$ cat config.mk
export PLATFORM = sky130hd
export DESIGN_NAME = controlador_rolhas
export DESIGN_NICKNAME = d
export VERILOG_FILES = /design/src/rtl/rolhas_pkg.sv /design/src/rtl/conversor_bcd_rolhas.sv /design/src/rtl/controlador_rolhas.sv
export SDC_FILE = /design/constraint.sdc
export NUM_CORES = 1
export LEC_CHECK = 0
export ABC_AREA = 0
export ABC_CLOCK_PERIOD_IN_PS = 2290
export CAP_MARGIN = 10
export CELL_PAD_IN_SITES_DETAIL_PLACEMENT = 1
export CELL_PAD_IN_SITES_GLOBAL_PLACEMENT = 1
export CORE_MARGIN = 4
export CORE_UTILIZATION = 40
export DETAILED_ROUTE_END_ITERATION = 16
export GPL_TIMING_DRIVEN = 0
export PLACE_DENSITY = 0.8
export RECOVER_POWER = 100
export SKIP_CTS_REPAIR_TIMING = 1
export SLEW_MARGIN = 5
export SYNTH_ARGS = -nofsm -noshare
export SYNTH_HDL_FRONTEND = slang
export SYNTH_SLANG_ARGS = --single-unit
$ cat constraint.sdc
create_clock -name clk -period 2.29 [get_ports clk]
set_input_delay 0.229 -clock clk [delete_from_list [all_inputs] [get_ports clk]]
set_output_delay 0.229 -clock clk [all_outputs]
set_load 0.03 [all_outputs]
$ cat src/rtl/rolhas_pkg.sv
// Shared definitions for the corking station controller.
//   estado_t  : FSM state encoding (IDLE=0, SEAL=1, REFILL=2, FAULT=3)
//   MAX_BCD   : largest value the two-digit BCD display path can show
//   BCD_W     : width of one BCD digit
//   COUNT_W   : width of the binary cork / seal counters
//   sat_add   : saturating add used when a refill lands on the stock
package rolhas_pkg;

  typedef enum logic [1:0] {
    ST_IDLE   = 2'd0,
    ST_SEAL   = 2'd1,
    ST_REFILL = 2'd2,
    ST_FAULT  = 2'd3
  } estado_t;

  localparam int          BCD_W   = 4;
  localparam int          COUNT_W = 7;
  localparam logic [6:0]  MAX_BCD = 7'd99;

  // Adds qty to base in 8 bits so the carry past 127 is never lost,
  // then clamps the result to ceil.
  function automatic logic [6:0] sat_add(input logic [6:0] base,
                                         input logic [7:0] qty,
                                         input logic [6:0] ceil);
    logic [7:0] sum;
    sum = {1'b0, base} + qty;
    if (sum > {1'b0, ceil}) begin
      sat_add = ceil;
    end else begin
      sat_add = sum[6:0];
    end
  endfunction

endpackage

$ cat src/rtl/conversor_bcd_rolhas.sv
// Combinational binary to two-digit BCD converter for the stock display.
//   value : 7-bit binary input (values above 99 are shown as 99)
//   tens  : BCD tens digit
//   units : BCD units digit
module conversor_bcd_rolhas
  import rolhas_pkg::*;
(
  input  logic [COUNT_W-1:0] value,
  output logic [BCD_W-1:0]   tens,
  output logic [BCD_W-1:0]   units
);

  logic [COUNT_W-1:0] clip_s;
  logic [BCD_W-1:0]   tens_s;

  // Compare ladder instead of a divider: the largest multiple of ten not
  // above the input selects the tens digit, the remainder is the units digit.
  always_comb begin
    clip_s = (value > MAX_BCD) ? MAX_BCD : value;
    tens_s = 4'd0;
    for (int i = 1; i <= 9; i++) begin
      tens_s = (clip_s >= 7'(i * 10)) ? 4'(i) : tens_s;
    end
    tens  = tens_s;
    units = 4'(clip_s - (7'(tens_s) * 7'd10));
  end

endmodule

$ cat src/rtl/controlador_rolhas.sv
// Corking station sequencer: keeps the cork stock, issues one seal command
// per bottle, requests refills when stock runs low and raises an alarm when
// a seal does not finish in time. Stock is also presented as registered BCD.
//
// Ports:
//   clk, rst_n      : station clock (rising edge), asynchronous active-low reset
//   enable          : station running; low keeps the FSM in IDLE
//   bottle_in       : 1-cycle pulse, bottle at corking position
//   seal_done       : 1-cycle pulse, actuator finished the seal
//   refill_ack      : 1-cycle pulse, supply delivered REFILL_QTY corks
//   clear_fault     : 1-cycle pulse, leave FAULT
//   seal_cmd        : high for the whole SEAL state
//   refill_req      : high for the whole REFILL state
//   alarm           : high in FAULT
//   overrun         : sticky, a bottle arrived while one was already pending
//   stock           : cork count, binary
//   tens, units     : registered BCD of stock (one cycle behind stock)
//
// Optional build macro SEALED_COUNT_EN adds sealed_tens/sealed_units, the
// registered BCD of a wrapping 0..99 count of completed seals.
module controlador_rolhas
  import rolhas_pkg::*;
#(
  parameter int MAX_STOCK    = 99,
  parameter int REFILL_QTY   = 20,
  parameter int LOW_THRESH   = 5,
  parameter int SEAL_TIMEOUT = 15
) (
  input  logic               clk,
  input  logic               rst_n,
  input  logic               enable,
  input  logic               bottle_in,
  input  logic               seal_done,
  input  logic               refill_ack,
  input  logic               clear_fault,
  output logic               seal_cmd,
  output logic               refill_req,
  output logic               alarm,
  output logic               overrun,
  output logic [COUNT_W-1:0] stock,
  output logic [BCD_W-1:0]   tens,
  output logic [BCD_W-1:0]   units
`ifdef SEALED_COUNT_EN
  ,
  output logic [BCD_W-1:0]   sealed_tens,
  output logic [BCD_W-1:0]   sealed_units
`endif
);

  localparam logic [6:0] MAX_STOCK_C = 7'(MAX_STOCK);
  localparam logic [7:0] REFILL_C    = 8'(REFILL_QTY);
  localparam logic [6:0] LOW_C       = 7'(LOW_THRESH);
  localparam logic [3:0] TIMEOUT_C   = 4'(SEAL_TIMEOUT);

  estado_t            state_r, state_nx_s;
  logic [COUNT_W-1:0] stock_r, stock_nx_s;
  logic               pend_r, pend_nx_s;
  logic [3:0]         timer_r, timer_nx_s;
  logic               overrun_r, overrun_nx_s;
  logic               seal_cmd_r, refill_req_r, alarm_r;
  logic [BCD_W-1:0]   tens_r, units_r;
  logic [BCD_W-1:0]   tens_s, units_s;

  // Next-state, stock, pending-bottle and seal-timer logic.
  always_comb begin
    state_nx_s   = state_r;
    stock_nx_s   = stock_r;
    pend_nx_s    = pend_r;
    timer_nx_s   = timer_r;
    overrun_nx_s = overrun_r;

    case (state_r)
      ST_IDLE: begin
        timer_nx_s = 4'd0;
        if (enable) begin
          if (stock_r < LOW_C) begin
            // Low stock wins over a waiting bottle; remember the bottle.
            state_nx_s = ST_REFILL;
            pend_nx_s  = pend_r | bottle_in;
          end else if (bottle_in || pend_r) begin
            state_nx_s = ST_SEAL;
            pend_nx_s  = 1'b0;
          end else begin
            state_nx_s = ST_IDLE;
          end
        end else begin
          state_nx_s = ST_IDLE;
        end
      end

      ST_SEAL: begin
        if (seal_done) begin
          // SEAL is only entered with stock >= LOW_THRESH, the guard just
          // keeps a zero stock from wrapping.
          stock_nx_s = (stock_r != 7'd0) ? (stock_r - 7'd1) : stock_r;
          state_nx_s = ST_IDLE;
          timer_nx_s = 4'd0;
        end else if (timer_r == TIMEOUT_C) begin
          state_nx_s = ST_FAULT;
          timer_nx_s = 4'd0;
        end else begin
          timer_nx_s = timer_r + 4'd1;
        end
        if (bottle_in) begin
          if (pend_r) begin
            overrun_nx_s = 1'b1;
          end else begin
            pend_nx_s = 1'b1;
          end
        end else begin
          pend_nx_s = pend_r;
        end
      end

      ST_REFILL: begin
        if (refill_ack) begin
          stock_nx_s = sat_add(stock_r, REFILL_C, MAX_STOCK_C);
          state_nx_s = ST_IDLE;
        end else begin
          state_nx_s = ST_REFILL;
        end
        if (bottle_in) begin
          if (pend_r) begin
            overrun_nx_s = 1'b1;
          end else begin
            pend_nx_s = 1'b1;
          end
        end else begin
          pend_nx_s = pend_r;
        end
      end

      ST_FAULT: begin
        // Bottles arriving during a fault are not tracked.
        if (clear_fault) begin
          state_nx_s = ST_IDLE;
        end else begin
          state_nx_s = ST_FAULT;
        end
      end

      default: begin
        state_nx_s = ST_IDLE;
        timer_nx_s = 4'd0;
      end
    endcase
  end

  // State, counters and state-decoded outputs; outputs follow the next state
  // so they are registered yet aligned with the state they describe.
  always_ff @(posedge clk or negedge rst_n) begin
    if (!rst_n) begin
      state_r      <= ST_IDLE;
      stock_r      <= 7'd0;
      pend_r       <= 1'b0;
      timer_r      <= 4'd0;
      overrun_r    <= 1'b0;
      seal_cmd_r   <= 1'b0;
      refill_req_r <= 1'b0;
      alarm_r      <= 1'b0;
    end else begin
      state_r      <= state_nx_s;
      stock_r      <= stock_nx_s;
      pend_r       <= pend_nx_s;
      timer_r      <= timer_nx_s;
      overrun_r    <= overrun_nx_s;
      seal_cmd_r   <= (state_nx_s == ST_SEAL);
      refill_req_r <= (state_nx_s == ST_REFILL);
      alarm_r      <= (state_nx_s == ST_FAULT);
    end
  end

  conversor_bcd_rolhas u_bcd_stock (
    .value (stock_r),
    .tens  (tens_s),
    .units (units_s)
  );

  // Display digits, registered from the stock register (one cycle behind).
  always_ff @(posedge clk or negedge rst_n) begin
    if (!rst_n) begin
      tens_r  <= 4'd0;
      units_r <= 4'd0;
    end else begin
      tens_r  <= tens_s;
      units_r <= units_s;
    end
  end

  assign seal_cmd   = seal_cmd_r;
  assign refill_req = refill_req_r;
  assign alarm      = alarm_r;
  assign overrun    = overrun_r;
  assign stock      = stock_r;
  assign tens       = tens_r;
  assign units      = units_r;

`ifdef SEALED_COUNT_EN
  logic [COUNT_W-1:0] sealed_cnt_r;
  logic [BCD_W-1:0]   sealed_tens_s, sealed_units_s;
  logic [BCD_W-1:0]   sealed_tens_r, sealed_units_r;

  // Completed-seal counter, wraps from 99 back to 0 to fit the display.
  always_ff @(posedge clk or negedge rst_n) begin
    if (!rst_n) begin
      sealed_cnt_r <= 7'd0;
    end else if ((state_r == ST_SEAL) && seal_done) begin
      sealed_cnt_r <= (sealed_cnt_r >= MAX_BCD) ? 7'd0 : (sealed_cnt_r + 7'd1);
    end else begin
      sealed_cnt_r <= sealed_cnt_r;
    end
  end

  conversor_bcd_rolhas u_bcd_sealed (
    .value (sealed_cnt_r),
    .tens  (sealed_tens_s),
    .units (sealed_units_s)
  );

  // Sealed-count display digits, one cycle behind the counter.
  always_ff @(posedge clk or negedge rst_n) begin
    if (!rst_n) begin
      sealed_tens_r  <= 4'd0;
      sealed_units_r <= 4'd0;
    end else begin
      sealed_tens_r  <= sealed_tens_s;
      sealed_units_r <= sealed_units_s;
    end
  end

  assign sealed_tens  = sealed_tens_r;
  assign sealed_units = sealed_units_r;
`endif

endmodule

==> implementation parameters <==
Parameter                              Value

Place
  Area post-placement ... around 2000 µm²
  Final Wtd Congestion ... 0.916
  Setup slack at placement ... 0.0123 ns
  Number of input and output port buffers inserted ... 25
  Dpl hpwl ... approximately 3500 µm

CTS
  Clock input transition at the sequential cells of the worst setup and hold paths ... 0.10 ns
  TritonCTS clock tree ... yes
  Buffers from clock root to sink, at most ... 2
  Clock root cell ... sky130_fd_sc_hd__clkbuf_8
  TritonCTS buffer count ... 3
  Clk sink count ... 26
  Maximum level of the CTS H-tree ... 1
  Source-to-sink clock delay at the later pin of the worst-skew pair ... approximately 0.28 ns

Power and ir drop
  Maximum ir drop on the vdd rail ... 0.575 mV
  Static leakage ... around 0.93 nW
  PnR Total Power ... approximately 3.8 mW
  Power density over the cells ... roughly 1800 nW/µm²

Logic synthesis
  Syn. warnings ... 0
  Mux cell area share after synthesis ... 0.0173
  Net count of the mapped netlist ... 208
  Commonest cells in the netlist ... 26 x sky130_fd_sc_hd__dfrtp_1, 17 x sky130_fd_sc_hd__a21oi_1, 17 x sky130_fd_sc_hd__nor2_1
  Synth Cell Area ... 1740 µm²
  Number of distinct library cells after synthesis ... 48
  Share of synthesized registers carrying an async set or reset ... 1.00
  Main area contributors after synthesis ... sky130_fd_sc_hd__dfrtp_1 37%, sky130_fd_sc_hd__ha_1 9.4%, sky130_fd_sc_hd__a21oi_1 4.9%, sky130_fd_sc_hd__o21ai_0 4.6%, sky130_fd_sc_hd__nor2_1 3.7%
  Average cell area after synthesis ... between 9 and 10 µm²
  Post-synthesis share of cell area spent on xor and xnor gates ... 0.0202
  Dominant cell type by area after synthesis ... sky130_fd_sc_hd__dfrtp_1
  Area fraction in compound gates after synthesis ... 0.238
  Share of the synthesized area in the top cell type ... 0.375
  Flops & latches, synth ... 26
  Cell count after synthesis ... about 190
  Main flop type after synthesis ... sky130_fd_sc_hd__dfrtp_1
  Combinational family with the most area after synthesis ... compound AO/OA/AOI/OAI gates
  Fraction of the yosys area taken by sequential cells ... 0.375
  Fraction of the mapped netlist area in simple logic gates ... 0.177
  Most frequently used cell type in the post-synthesis netlist ... sky130_fd_sc_hd__dfrtp_1
  Adder-cell share of the synthesized area ... 0.105
  EDFF count, synth ... 0

GRT
  Most utilized layer in the global route result ... met2
  Met2 track demand over resource in global routing ... 0.333
  Met3 Usage GRT ... 0.0246
  Remaining Overflow, GRT ... 0
  Via count of the first global-routing pass ... around 1,700
  Wire length of the first global-routing pass ... 7920 µm
  Maximum number of pins on one net before global-route repair ... 27
  Met1 track demand over resource ... 0.230
  Antenna violations before repair ... 0
  Overall track demand over capacity in global routing ... 0.187

Critical path
  Startpoint kind of the worst setup timing path ... flip-flop
  Critical path launch point ... state_r[0]
  Worst reg2reg setup slack ... roughly 0.12 ns
  Path type of the worst setup path ... flip-flop to flip-flop
  CP max FO ... 10
  Worst Path Required ... approximately 2.5 ns
  WP data arrival ... between 2 and 2.5 ns
  Origin of the critical flop-to-flop path ... state_r[0]
  Slowest stage delay, CP ... 0.43 ns
  Highest-delay cell along the critical path ... sky130_fd_sc_hd__dfrtp_1
  Critical Path, Cell by Cell ... inv_1 -> ha_1 -> clkbuf_1 -> a21oi_1 -> o21ai_0 -> o311ai_2 -> a31o_1
  CP Capture Type ... flip-flop

Timing
  Worst Max-Slew Pin Slew ... approximately 1.4 ns
  Worst slew margin relative to its limit ... 0.0369
  Final critical path time including I/O delays and setup ... roughly 2.2 ns
  Setup repair after global routing missed its margin ... no
  Setup_tns ... 0 ns
  Setup slack after layout ... 0.122 ns
  Final setup vio count ... 0
  Ratio of final minimum period to clock period ... 0.947
  Clk_skew ... between 0.006 and 0.007 ns
  Count of final hold-check violations ... 0
  Max Clk Rate ... about 460 MHz
  Count of pins over their slew limit ... 0

Drt
  Vias per cell ... about 5.7
  Violation count after the first detailed-route iteration ... 119
  Via total after detailed routing ... about 1,600
  Aggregate routed wire length ... roughly 5000 µm
  Detailed Routing Iterations Pass 1 ... 4
  Detailed-route DRC error count ... 0
  Number of antenna-violating nets in the routed design ... 0
  Drt wl/cell ... ~18 µm

Worst hold path
  Worst min-delay path category ... flip-flop to flip-flop
  Startpoint of the tightest hold check path ... overrun

Die
  Chip height ... 73.9 µm
  DIE WIDTH ... roughly 74 µm
  I/O pin count ... 26
  Floorplan row count ... 23
  Total core area ... roughly 4000 µm²
  Area of the die ... 5460 µm²
  Initial standard-cell utilization of the core ... 0.425

Cells and area
  Growth of design area from synthesis to finish ... 24.4%
  Post-layout nets ... around 240
  Area of all placed cells without fillers ... between 2000 and 2500 µm²
  Number of diodes added for antenna fixing ... 0
  Filler cell count in the final layout ... ~470
  Fraction of final layout cells sized beyond drive strength 1 ... 0.154

Job
  Number of max-capacitance violations reported ... 0

Status
  Outcome ... complete, no violations
-- layout make-up --
class                      instances  area [µm²]  share of cell area
inverter                          12        45.0              0.0209
sequential                        26         654               0.303
timing repair buffer              30         284               0.132
buffer                             9        63.8              0.0295
tap                               50        62.6              0.0290
clock inverter                     1        30.0              0.0139
multi-input combinational        140         978               0.453
clock buffer                       3        41.3              0.0191
-- path summary, 6_finish.rpt --
| path | depth (start not counted) | to |
|---|---|---|
| max | 7 | stock[4] |
| min | 1 | overrun |
| max reg2reg | 7 | stock[4] |
| min reg2reg | 1 | overrun |
| max in group asynchronous | 2 | stock[1] |
| min in group asynchronous | 2 | tens[3] |
-- cells by family (layout without fill, tap and decap cells) --
kind of cell	count (synthesis)	count (layout)
fa+ha+maj	14	14
xor+xnor	4	4
buf+inv	21	55
compound gates	61	61
mux	3	3
simple gates	58	58
flops	26	26
-- layout by cell type, fill, tap and decap left out, types with 2 or more instances in the layout --
master	instances
sky130_fd_sc_hd__a21oi_1	17
sky130_fd_sc_hd__a31o_2	2
sky130_fd_sc_hd__a31oi_1	3
sky130_fd_sc_hd__and3_1	4
sky130_fd_sc_hd__buf_2	2
sky130_fd_sc_hd__buf_4	5
sky130_fd_sc_hd__buf_6	3
sky130_fd_sc_hd__clkbuf_1	3
sky130_fd_sc_hd__clkbuf_8	3
sky130_fd_sc_hd__clkdlybuf4s50_1	5
sky130_fd_sc_hd__dfrtp_1	23
sky130_fd_sc_hd__dfrtp_2	3
sky130_fd_sc_hd__dlygate4sd3_1	20
sky130_fd_sc_hd__ha_1	12
sky130_fd_sc_hd__inv_1	11
sky130_fd_sc_hd__mux2i_1	3
sky130_fd_sc_hd__nand2_1	11
sky130_fd_sc_hd__nand2b_1	4
sky130_fd_sc_hd__nand3_1	4
sky130_fd_sc_hd__nor2_1	18
sky130_fd_sc_hd__nor2b_1	4
sky130_fd_sc_hd__nor3_1	2
sky130_fd_sc_hd__o211ai_1	2
sky130_fd_sc_hd__o21ai_0	16
sky130_fd_sc_hd__o21ai_1	3
sky130_fd_sc_hd__o21bai_1	2
sky130_fd_sc_hd__o22ai_1	3
sky130_fd_sc_hd__o31ai_2	2
sky130_fd_sc_hd__xnor2_1	3
-- power breakdown --
group          switching, mW  internal, mW
Combinational           1.55          1.01
Clock                  0.160         0.234
Sequential             0.164         0.671
-- registers in the layout (all words and copies together), names as in the netlist --
register / count
alarm: 1
overrun: 1
pend_r: 1
refill_req: 1
seal_cmd: 1
state_r: 2
stock: 7
tens: 4
timer_r: 4
units: 4
-- layer usage --
metal | part of all wire | wire length [µm]
met5 | 0 | 0
met4 | 0.018 | 91
met3 | 0.035 | 174
met2 | 0.52 | 2590
met1 | 0.43 | 2120
-- worst max-delay path: cells and delay by family (launching register included) --
family / cells / cell delay, ns
AOI/OAI and AO/OA: 4 / 0.82
buffers and inverters: 2 / 0.53
DFF: 1 / 0.43
adders and majority gates: 1 / 0.29
-- stage by stage --
| step | utilization | hold WS, ns | instances |
|---|---|---|---|
| 2_1_floorplan | - | -0.0666 | 187 |
| 3_3_place_gp | 0.502 | 0.460 | 262 |
| 3_5_place_dp | 0.502 | 0.472 | 262 |
| 4_1_cts | 0.519 | 0.501 | 266 |
| 5_1_grt | 0.528 | 0.511 | 271 |
| 6_report | 0.528 | 0.488 | 271 |
Note: power is estimated with default switching activity, not from simulation.
